[src/rtl/axi_pmu_sampler.sv]
// AXI4-Lite master that snapshots N_COUNTERS PMU counters and streams them to a valid/ready consumer.
// Define PMU_SAMPLER_AUTOCLEAR_EN to write CLEAR_VALUE to CONF_ADDR after the last sample.
module axi_pmu_sampler #(
  parameter int C_M_AXI_DATA_WIDTH = 32,
  parameter int C_M_AXI_ADDR_WIDTH = 7,
  parameter int N_COUNTERS         = 16,
  parameter int COUNTER_BASE       = 0,
  parameter int CONF_ADDR          = 64,
  parameter int CLEAR_VALUE        = 2,
  localparam int IDX_W = (N_COUNTERS > 1) ? $clog2(N_COUNTERS) : 1
) (
  input  logic                              M_AXI_ACLK_i,
  input  logic                              M_AXI_ARESET_i,
  input  logic                              start_i,
  output logic                              busy_o,
  output logic                              done_o,
  output logic                              err_o,
  output logic                              sample_valid_o,
  input  logic                              sample_ready_i,
  output logic [C_M_AXI_DATA_WIDTH-1:0]     sample_data_o,
  output logic [IDX_W-1:0]                  sample_idx_o,
  output logic [C_M_AXI_ADDR_WIDTH-1:0]     M_AXI_ARADDR_o,
  output logic                              M_AXI_ARVALID_o,
  input  logic                              M_AXI_ARREADY_i,
  input  logic [C_M_AXI_DATA_WIDTH-1:0]     M_AXI_RDATA_i,
  input  logic [1:0]                        M_AXI_RRESP_i,
  input  logic                              M_AXI_RVALID_i,
  output logic                              M_AXI_RREADY_o,
  output logic [C_M_AXI_ADDR_WIDTH-1:0]     M_AXI_AWADDR_o,
  output logic                              M_AXI_AWVALID_o,
  input  logic                              M_AXI_AWREADY_i,
  output logic [C_M_AXI_DATA_WIDTH-1:0]     M_AXI_WDATA_o,
  output logic [C_M_AXI_DATA_WIDTH/8-1:0]   M_AXI_WSTRB_o,
  output logic                              M_AXI_WVALID_o,
  input  logic                              M_AXI_WREADY_i,
  input  logic [1:0]                        M_AXI_BRESP_i,
  input  logic                              M_AXI_BVALID_i,
  output logic                              M_AXI_BREADY_o
);

  typedef enum logic [2:0] {IDLE, AR, R, OUT, AW_W, B, DONE} state_e;

  state_e                          state_q;
  logic [IDX_W-1:0]                index_q;
  logic [IDX_W-1:0]                nextIndex_d;
  logic [C_M_AXI_ADDR_WIDTH-1:0]   nextAddr_d;
  logic                            lastIndex_d;
  logic                            busy_q;
  logic                            done_q;
  logic                            err_q;
  logic                            sampleValid_q;
  logic [C_M_AXI_DATA_WIDTH-1:0]   sampleData_q;
  logic [IDX_W-1:0]                sampleIdx_q;
  logic                            arValid_q;
  logic [C_M_AXI_ADDR_WIDTH-1:0]   arAddr_q;
  logic                            rReady_q;

`ifdef PMU_SAMPLER_AUTOCLEAR_EN
  logic                            awValid_q;
  logic                            wValid_q;
  logic                            bReady_q;
  logic [C_M_AXI_ADDR_WIDTH-1:0]   awAddr_q;
  logic [C_M_AXI_DATA_WIDTH-1:0]   wData_q;
`endif

  always_comb begin
    nextIndex_d = index_q + 1'b1;
    nextAddr_d  = C_M_AXI_ADDR_WIDTH'(COUNTER_BASE) + (C_M_AXI_ADDR_WIDTH'(nextIndex_d) << 2);
    lastIndex_d = (index_q == IDX_W'(N_COUNTERS - 1));
  end

  // Single outstanding read: each counter walks AR -> R -> OUT before the next address is issued.
  always_ff @(posedge M_AXI_ACLK_i or posedge M_AXI_ARESET_i) begin
    if (M_AXI_ARESET_i) begin
      state_q       <= IDLE;
      index_q       <= '0;
      busy_q        <= 1'b0;
      done_q        <= 1'b0;
      err_q         <= 1'b0;
      sampleValid_q <= 1'b0;
      sampleData_q  <= '0;
      sampleIdx_q   <= '0;
      arValid_q     <= 1'b0;
      arAddr_q      <= '0;
      rReady_q      <= 1'b0;
`ifdef PMU_SAMPLER_AUTOCLEAR_EN
      awValid_q     <= 1'b0;
      wValid_q      <= 1'b0;
      bReady_q      <= 1'b0;
      awAddr_q      <= '0;
      wData_q       <= '0;
`endif
    end else begin
      done_q <= 1'b0;
      case (state_q)
        IDLE: begin
          if (start_i) begin
            index_q   <= '0;
            err_q     <= 1'b0;
            busy_q    <= 1'b1;
            arValid_q <= 1'b1;
            arAddr_q  <= C_M_AXI_ADDR_WIDTH'(COUNTER_BASE);
            state_q   <= AR;
          end
        end
        AR: begin
          if (M_AXI_ARREADY_i) begin
            arValid_q <= 1'b0;
            rReady_q  <= 1'b1;
            state_q   <= R;
          end
        end
        R: begin
          if (M_AXI_RVALID_i) begin
            rReady_q      <= 1'b0;
            sampleData_q  <= M_AXI_RDATA_i;
            sampleIdx_q   <= index_q;
            sampleValid_q <= 1'b1;
            if (M_AXI_RRESP_i != 2'b00) begin
              err_q <= 1'b1;
            end
            state_q <= OUT;
          end
        end
        OUT: begin
          if (sample_ready_i) begin
            sampleValid_q <= 1'b0;
            if (lastIndex_d) begin
`ifdef PMU_SAMPLER_AUTOCLEAR_EN
              awValid_q <= 1'b1;
              wValid_q  <= 1'b1;
              awAddr_q  <= C_M_AXI_ADDR_WIDTH'(CONF_ADDR);
              wData_q   <= C_M_AXI_DATA_WIDTH'(CLEAR_VALUE);
              state_q   <= AW_W;
`else
              done_q  <= 1'b1;
              state_q <= DONE;
`endif
            end else begin
              index_q   <= nextIndex_d;
              arValid_q <= 1'b1;
              arAddr_q  <= nextAddr_d;
              state_q   <= AR;
            end
          end
        end
`ifdef PMU_SAMPLER_AUTOCLEAR_EN
        // AW and W retire independently; leave once neither is still pending after this edge.
        AW_W: begin
          if (M_AXI_AWREADY_i) begin
            awValid_q <= 1'b0;
          end
          if (M_AXI_WREADY_i) begin
            wValid_q <= 1'b0;
          end
          if ((!awValid_q || M_AXI_AWREADY_i) && (!wValid_q || M_AXI_WREADY_i)) begin
            bReady_q <= 1'b1;
            state_q  <= B;
          end
        end
        B: begin
          if (M_AXI_BVALID_i) begin
            bReady_q <= 1'b0;
            if (M_AXI_BRESP_i != 2'b00) begin
              err_q <= 1'b1;
            end
            done_q  <= 1'b1;
            state_q <= DONE;
          end
        end
`endif
        DONE: begin
          busy_q  <= 1'b0;
          state_q <= IDLE;
        end
        default: begin
          state_q <= IDLE;
        end
      endcase
    end
  end

  assign busy_o          = busy_q;
  assign done_o          = done_q;
  assign err_o           = err_q;
  assign sample_valid_o  = sampleValid_q;
  assign sample_data_o   = sampleData_q;
  assign sample_idx_o    = sampleIdx_q;
  assign M_AXI_ARADDR_o  = arAddr_q;
  assign M_AXI_ARVALID_o = arValid_q;
  assign M_AXI_RREADY_o  = rReady_q;

`ifdef PMU_SAMPLER_AUTOCLEAR_EN
  assign M_AXI_AWADDR_o  = awAddr_q;
  assign M_AXI_AWVALID_o = awValid_q;
  assign M_AXI_WDATA_o   = wData_q;
  assign M_AXI_WSTRB_o   = '1;
  assign M_AXI_WVALID_o  = wValid_q;
  assign M_AXI_BREADY_o  = bReady_q;
`else
  logic unusedWriteInputs;
  assign unusedWriteInputs = ^{M_AXI_AWREADY_i, M_AXI_WREADY_i, M_AXI_BRESP_i, M_AXI_BVALID_i};
  assign M_AXI_AWADDR_o  = '0;
  assign M_AXI_AWVALID_o = 1'b0;
  assign M_AXI_WDATA_o   = '0;
  assign M_AXI_WSTRB_o   = '0;
  assign M_AXI_WVALID_o  = 1'b0;
  assign M_AXI_BREADY_o  = 1'b0;
`endif

endmodule

[config.mk]
export PLATFORM = sky130hd
export DESIGN_NAME = axi_pmu_sampler
export DESIGN_NICKNAME = d
export VERILOG_FILES = /design/src/rtl/axi_pmu_sampler.sv
export SDC_FILE = /design/constraint.sdc
export NUM_CORES = 1
export LEC_CHECK = 0
export BUFFER_PORTS_ARGS = -buffer_cell sky130_fd_sc_hd__buf_2
export CAP_MARGIN = 20
export CORE_MARGIN = 4
export CORE_UTILIZATION = 30
export CTS_BUF_LIST = sky130_fd_sc_hd__clkbuf_16
export CTS_CLUSTER_SIZE = 10
export DETAILED_ROUTE_END_ITERATION = 10
export PLACE_DENSITY = 0.69
export SYNTH_ARGS = -nofsm -noshare
export SYNTH_HDL_FRONTEND = slang
export SYNTH_SLANG_ARGS = --single-unit
[constraint.sdc]
create_clock -name M_AXI_ACLK_i -period 2.8 [get_ports M_AXI_ACLK_i]
set_clock_uncertainty 0.2 [all_clocks]
set_input_delay 0 -clock M_AXI_ACLK_i [delete_from_list [all_inputs] [get_ports M_AXI_ACLK_i]]
set_output_delay 0 -clock M_AXI_ACLK_i [all_outputs]
set_load 0.03 [all_outputs]
; Yosys cells after proc, flatten, opt, wreduce, memory -nomap -nowiden
; Cells that the tools add are included.
; W data, S select, Z words.
[word_totals]
out_inout_bits = 95
elab_cells = 72
inputBits = 45
ff_bits = 56
[classes]
n_eq_ne = 11
n_reduce_logical = 16
n_mux = 33
add_sub_neg = 1
[ops]
columns = op, n
row1 = $mux W7, 3
row2 = $mux W3, 5
row3 = $mux W1, 14
row4 = $pmux W7 S2, 1
row5 = $mux W4, 3
row6 = $ne A2 B2 Y1 const B, 6
row7 = $pmux W3 S4, 1
row8 = $reduce_and A4 Y1, 3
row9 = $reduce_bool A2 Y1, 6
row10 = $pmux W1 S2, 4
row11 = $pmux W4 S2, 1
row12 = $eq A3 B2 Y1 const B, 2
row13 = $reduce_and A3 Y1, 2
row14 = $reduce_and A5 Y1, 1
row15 = $add A4 B1 Y4 const B, 1
row16 = $eq A4 B4 Y1 const B, 1
row17 = $reduce_and A2 Y1, 2
row18 = $eq A3 B1 Y1 const B, 1
row19 = $eq A3 B3 Y1 const B, 1
row20 = $logic_not A3 Y1, 1
row21 = $pmux W1 S3, 1
row22 = $reduce_bool A3 Y1, 1

; Logic depth before layout (Yosys ltp)
[logic_depth]
ltp_word = 4
depth_mapped = 6
ltp_nobuf = 4

; Worst setup path before layout
; Ideal clock, no wire load.
[synth_path]
path_type = reg2reg
start = reg state_q[2]
end = reg sampleData_q[10], in the netlist sample_data_o[10]
synth_period_minus_slack_ps = 1636
arrival_time_ps = 1312
path_stages_with_launch = 6
setup_time_ps = 125
slack_ps = 1164
cell_sequence = dfrtp_1 -> buf_6 -> nor3_2 -> buf_6 -> buf_6 -> mux2_2
[synth_via]
elab_chain_cells = 2
[synth_lines]
columns = element, line_no
row1 = start: declaration, 43  ; state_e state_q;
row2 = start signal: assignment, 75  ; state_q <= IDLE;
row3 = start signal: assignment, 103  ; state_q <= AR;
row4 = start signal: assignment, 110  ; state_q <= R;
row5 = $eq A3 B2 Y1, 95  ; case (state_q)
row6 = $reduce_and A2 Y1 (no line), -
row7 = end signal: assignment, 116  ; sampleData_q <= M_AXI_RDATA_i;
row8 = end: declaration, 52  ; logic [C_M_AXI_DATA_WIDTH-1:0] sampleData_q;
; No other way between the ends.
; A chain may end at the register's enable or synchronous reset.

==> Implementation_results.wiki <==
{| class="wikitable"
! Metric !! Value
|-
| Outcome || completed
|-
| Worst path slowest cell || sky130_fd_sc_hd__dlygate4sd3_1
|-
| Clock input transition at the sequential cells of the worst setup and hold paths || 0.07 ns
|-
| Number of iterations in the first detailed-routing pass || 4
|-
| Tmin final || 2.16 ns
|-
| I/O pin count || 140
|-
| Category of the worst setup path launch point || flop
|-
| Maximum clock path buffer count || 2
|-
| Fraction of the cycle the final worst path needs || 77.1%
|-
| Ratio of routed vias to standard cells || 4.11
|-
| Cell-by-cell trace of the critical path || ha_1 -> nand3_1 -> a311oi_1 -> a31o_2 -> dlygate4sd3_1
|-
| Distinct cell type count of the synthesized netlist || 33
|-
| Standard-cell rows || 32
|-
| Area leader, netlist || sky130_fd_sc_hd__dfrtp_1
|-
| Number of filler cells placed in the layout || 716
|-
| Max Fanout on Critical Path || 6
|-
| Count of max-cap constraint violations || 0
|-
| Chip Width || 97.4 um
|-
| Mean instance size in the synthesized netlist || 12.4 sq um
|-
| Via count of the first global-routing pass || 1,793
|-
| Final global-route overflow total || 0
|-
| Kind of end point of the critical path || flop
|-
| GRT Overall Usage || 10.8%
|-
| Peak VDD IR || 0.412 mV
|-
| Pin slew with the least headroom to its limit || 0.537 ns
|-
| Total count of hold-check failures in the final report || 0
|-
| PD cells || 1080 nW/um^2
|-
| Beginning of the worst register-to-register path || M_AXI_ARADDR_o[2]
|-
| Initial cell density of the core || 30.9%
|-
| Number of synthesized register bits || 49
|-
| Num CTS Buffers || 5
|-
| Clock root cell || sky130_fd_sc_hd__clkbuf_16
|-
| Maximum level of the CTS H-tree || 2
|-
| Worst-case register-to-register setup slack || 0.64 ns
|-
| Detailed-route wire length || 5.14 mm
|-
| Worst setup slack after layout || 0.642 ns
|-
| Post-route total power || 3540 uW
|-
| Most common cell after layout, fill and taps aside || sky130_fd_sc_hd__buf_2
|-
| Antenna Cells || 0
|-
| Kind of critical path || reg2reg
|-
| # nets final || 365
|-
| Post-place setup slack || 0.835 ns
|-
| Portion of the post-synthesis area used by sequential elements || 51.1%
|-
| Antenna violations before repair || 0
|-
| Vertical die dimension || 97.4 um
|-
| Cell count of the worst reg-to-reg path || 5
|-
| Clock latency reported for the late side of the worst-skew pair || 0.28 ns
|-
| Data arrival at the endpoint of the critical path || 2.18 ns
|-
| Via Count || 1,736
|-
| Number of design rule violations left after detail routing || 0
|-
| Gate count of the mapped netlist || 193
|-
| Post-layout instance count excluding filler cells || 422
|-
| HPWL after detailed placement || 3.44 mm
|-
| Proportion of layout cells with a drive suffix above 1 || 42.2%
|-
| Global-route wire length before repair || 8.53 mm
|-
| Avg WL per Cell || 12.2 um
|-
| Final-report setup violation count || 0
|-
| Total standard cell area after synthesis || 2400 sq um
|-
| Maximum number of pins on one net before global-route repair || 50
|-
| Final GP Congestion || 0.823
|-
| Final core area utilization || 42.1%
|-
| Fraction of post-synthesis cell area in the top cell type by area || 51.1%
|-
| Number of input and output port buffers inserted || 85
|-
| Initial drt markers || 17
|-
| Clock tree sinks || 49
|-
| Number of pins exceeding their max-slew limit in the final report || 0
|-
| Leak Pwr || 0.00162 uW
|-
| Most used cells in the layout excluding fill and tap cells || sky130_fd_sc_hd__buf_2, sky130_fd_sc_hd__dfrtp_1, sky130_fd_sc_hd__conb_1
|-
| Layout-stage area growth over the synthesis result || 36.1%
|-
| Unrepaired setup endpoints after global routing || false
|-
| Core area || 7770 sq um
|-
| Synth top area cells || sky130_fd_sc_hd__dfrtp_1, sky130_fd_sc_hd__mux2_2, sky130_fd_sc_hd__buf_4
|-
| Worst R2R End || state_q[1]
|-
| Count of warnings emitted by yosys || 0
|-
| Type of the most critical hold path || in2async
|-
| Number of placed cells counting well taps || 373
|-
| DIE AREA || 9490 sq um
|-
| CTS tree || yes
|-
| Longest individual stage delay on the worst path || 0.53 ns
|-
| Total negative slack || 0 ns
|-
| CP Data Required Time || 2.82 ns
|-
| Headroom to the max-slew limit || 64.2%
|-
| Highest attainable clock frequency || 463 MHz
|-
| DRT antenna net count || 0
|}
-- registers in the layout (all words and copies together), names as in the netlist --
signal,cells
M_AXI_ARADDR_o,4
M_AXI_ARVALID_o,1
M_AXI_RREADY_o,1
busy_o,1
done_o,1
err_o,1
sample_data_o,32
sample_idx_o,4
sample_valid_o,1
state_q,3
-- logic make-up after synthesis --
family / count (synthesis) / share of synthesized area, %
buffers and inverters: 59 / 18.8
DFF: 49 / 51.1
muxes: 39 / 18.2
and+or+nand+nor: 25 / 5.79
AOI/OAI and AO/OA: 19 / 5.48
adders and majority gates: 1 / 0.521
other: 1 / 0.156
-- per-layer routing --
metal	track usage [%]	wire, um	vias to the layer above
met4	2.24	0	0
met5	0	0	-
met3	3.59	450	0
met1	12.3	2030	829
met2	19.8	2650	89
li1	-	-	818
-- what timing repair did --
item	4_1_cts	5_1_grt
endpoints found under the hold margin	90	0
hold buffers	40	0
buffers inserted	0	0
resized for setup	0	0
-- area by class of cell --
class,instances,area (sq um),share of cell area [%]
Clock buffer,5,125,3.83
Clock inverter,3,13.8,0.421
Inverter,3,11.3,0.345
Multi-Input combinational cell,133,910,27.8
Sequential cell,49,1230,37.5
Tap cell,102,128,3.91
Timing Repair Buffer,127,853,26.1
-- where the power goes --
group / leakage, uW / switching [uW] / total [uW] / internal, uW
clock: 0.0000748 / 239 / 563 / 324
combinational: 0.000955 / 1100 / 1730 / 626
sequential: 0.000590 / 207 / 1240 / 1040
total: 0.00162 / 1550 / 3540 / 1990
-- worst max-delay path by stage --
stage | startpoint | end | depth (start not counted)
global placement | state_q[1] | sample_data_o[27] | 4
CTS | M_AXI_ARADDR_o[2] | state_q[1] | 5
global route | M_AXI_ARADDR_o[2] | state_q[1] | 5
floorplan | state_q[2] | sample_data_o[10] | 5
finish | M_AXI_ARADDR_o[2] | state_q[1] | 5
detailed placement | state_q[1] | sample_data_o[25] | 4
-- per-stage QoR --
step                      cell area (sq um)  hold WS (ns)
after floorplan                        2580       -0.0484
after global placement                 2710        0.0312
after detailed placement               2710        0.0371
after CTS                              3250         0.277
after global routing                   3270         0.184
final                                  3270         0.124
-- worst max-delay path, delay by kind of cell, from the launching register on --
family	cells	cell delay, ns
buffers and inverters	1	0.53
AO/OA/AOI/OAI	2	0.50
flip-flops	1	0.45
adder cells (fa/ha/maj)	1	0.23
AND/OR/NAND/NOR	1	0.18
-- cells in the mapped netlist (all sizes together) --
cell,number
buf,56
dfrtp,49
mux2,37
nand2,9
o21ai,5
nor2,4
inv,3
nor2b,3
a21oi,2
mux2i,2
nand3,2
o211ai,2
a21boi,1
a21o,1
a221oi,1
a22o,1
a2bb2oi,1
a311oi,1
a31o,1
and3,1
conb,1
ha,1
nand4b,1
nor3,1
nor3b,1
o22ai,1
o2bb2ai,1
o31ai,1
or2,1
or3b,1
or4b,1
Power figures use the tool's default switching activity.
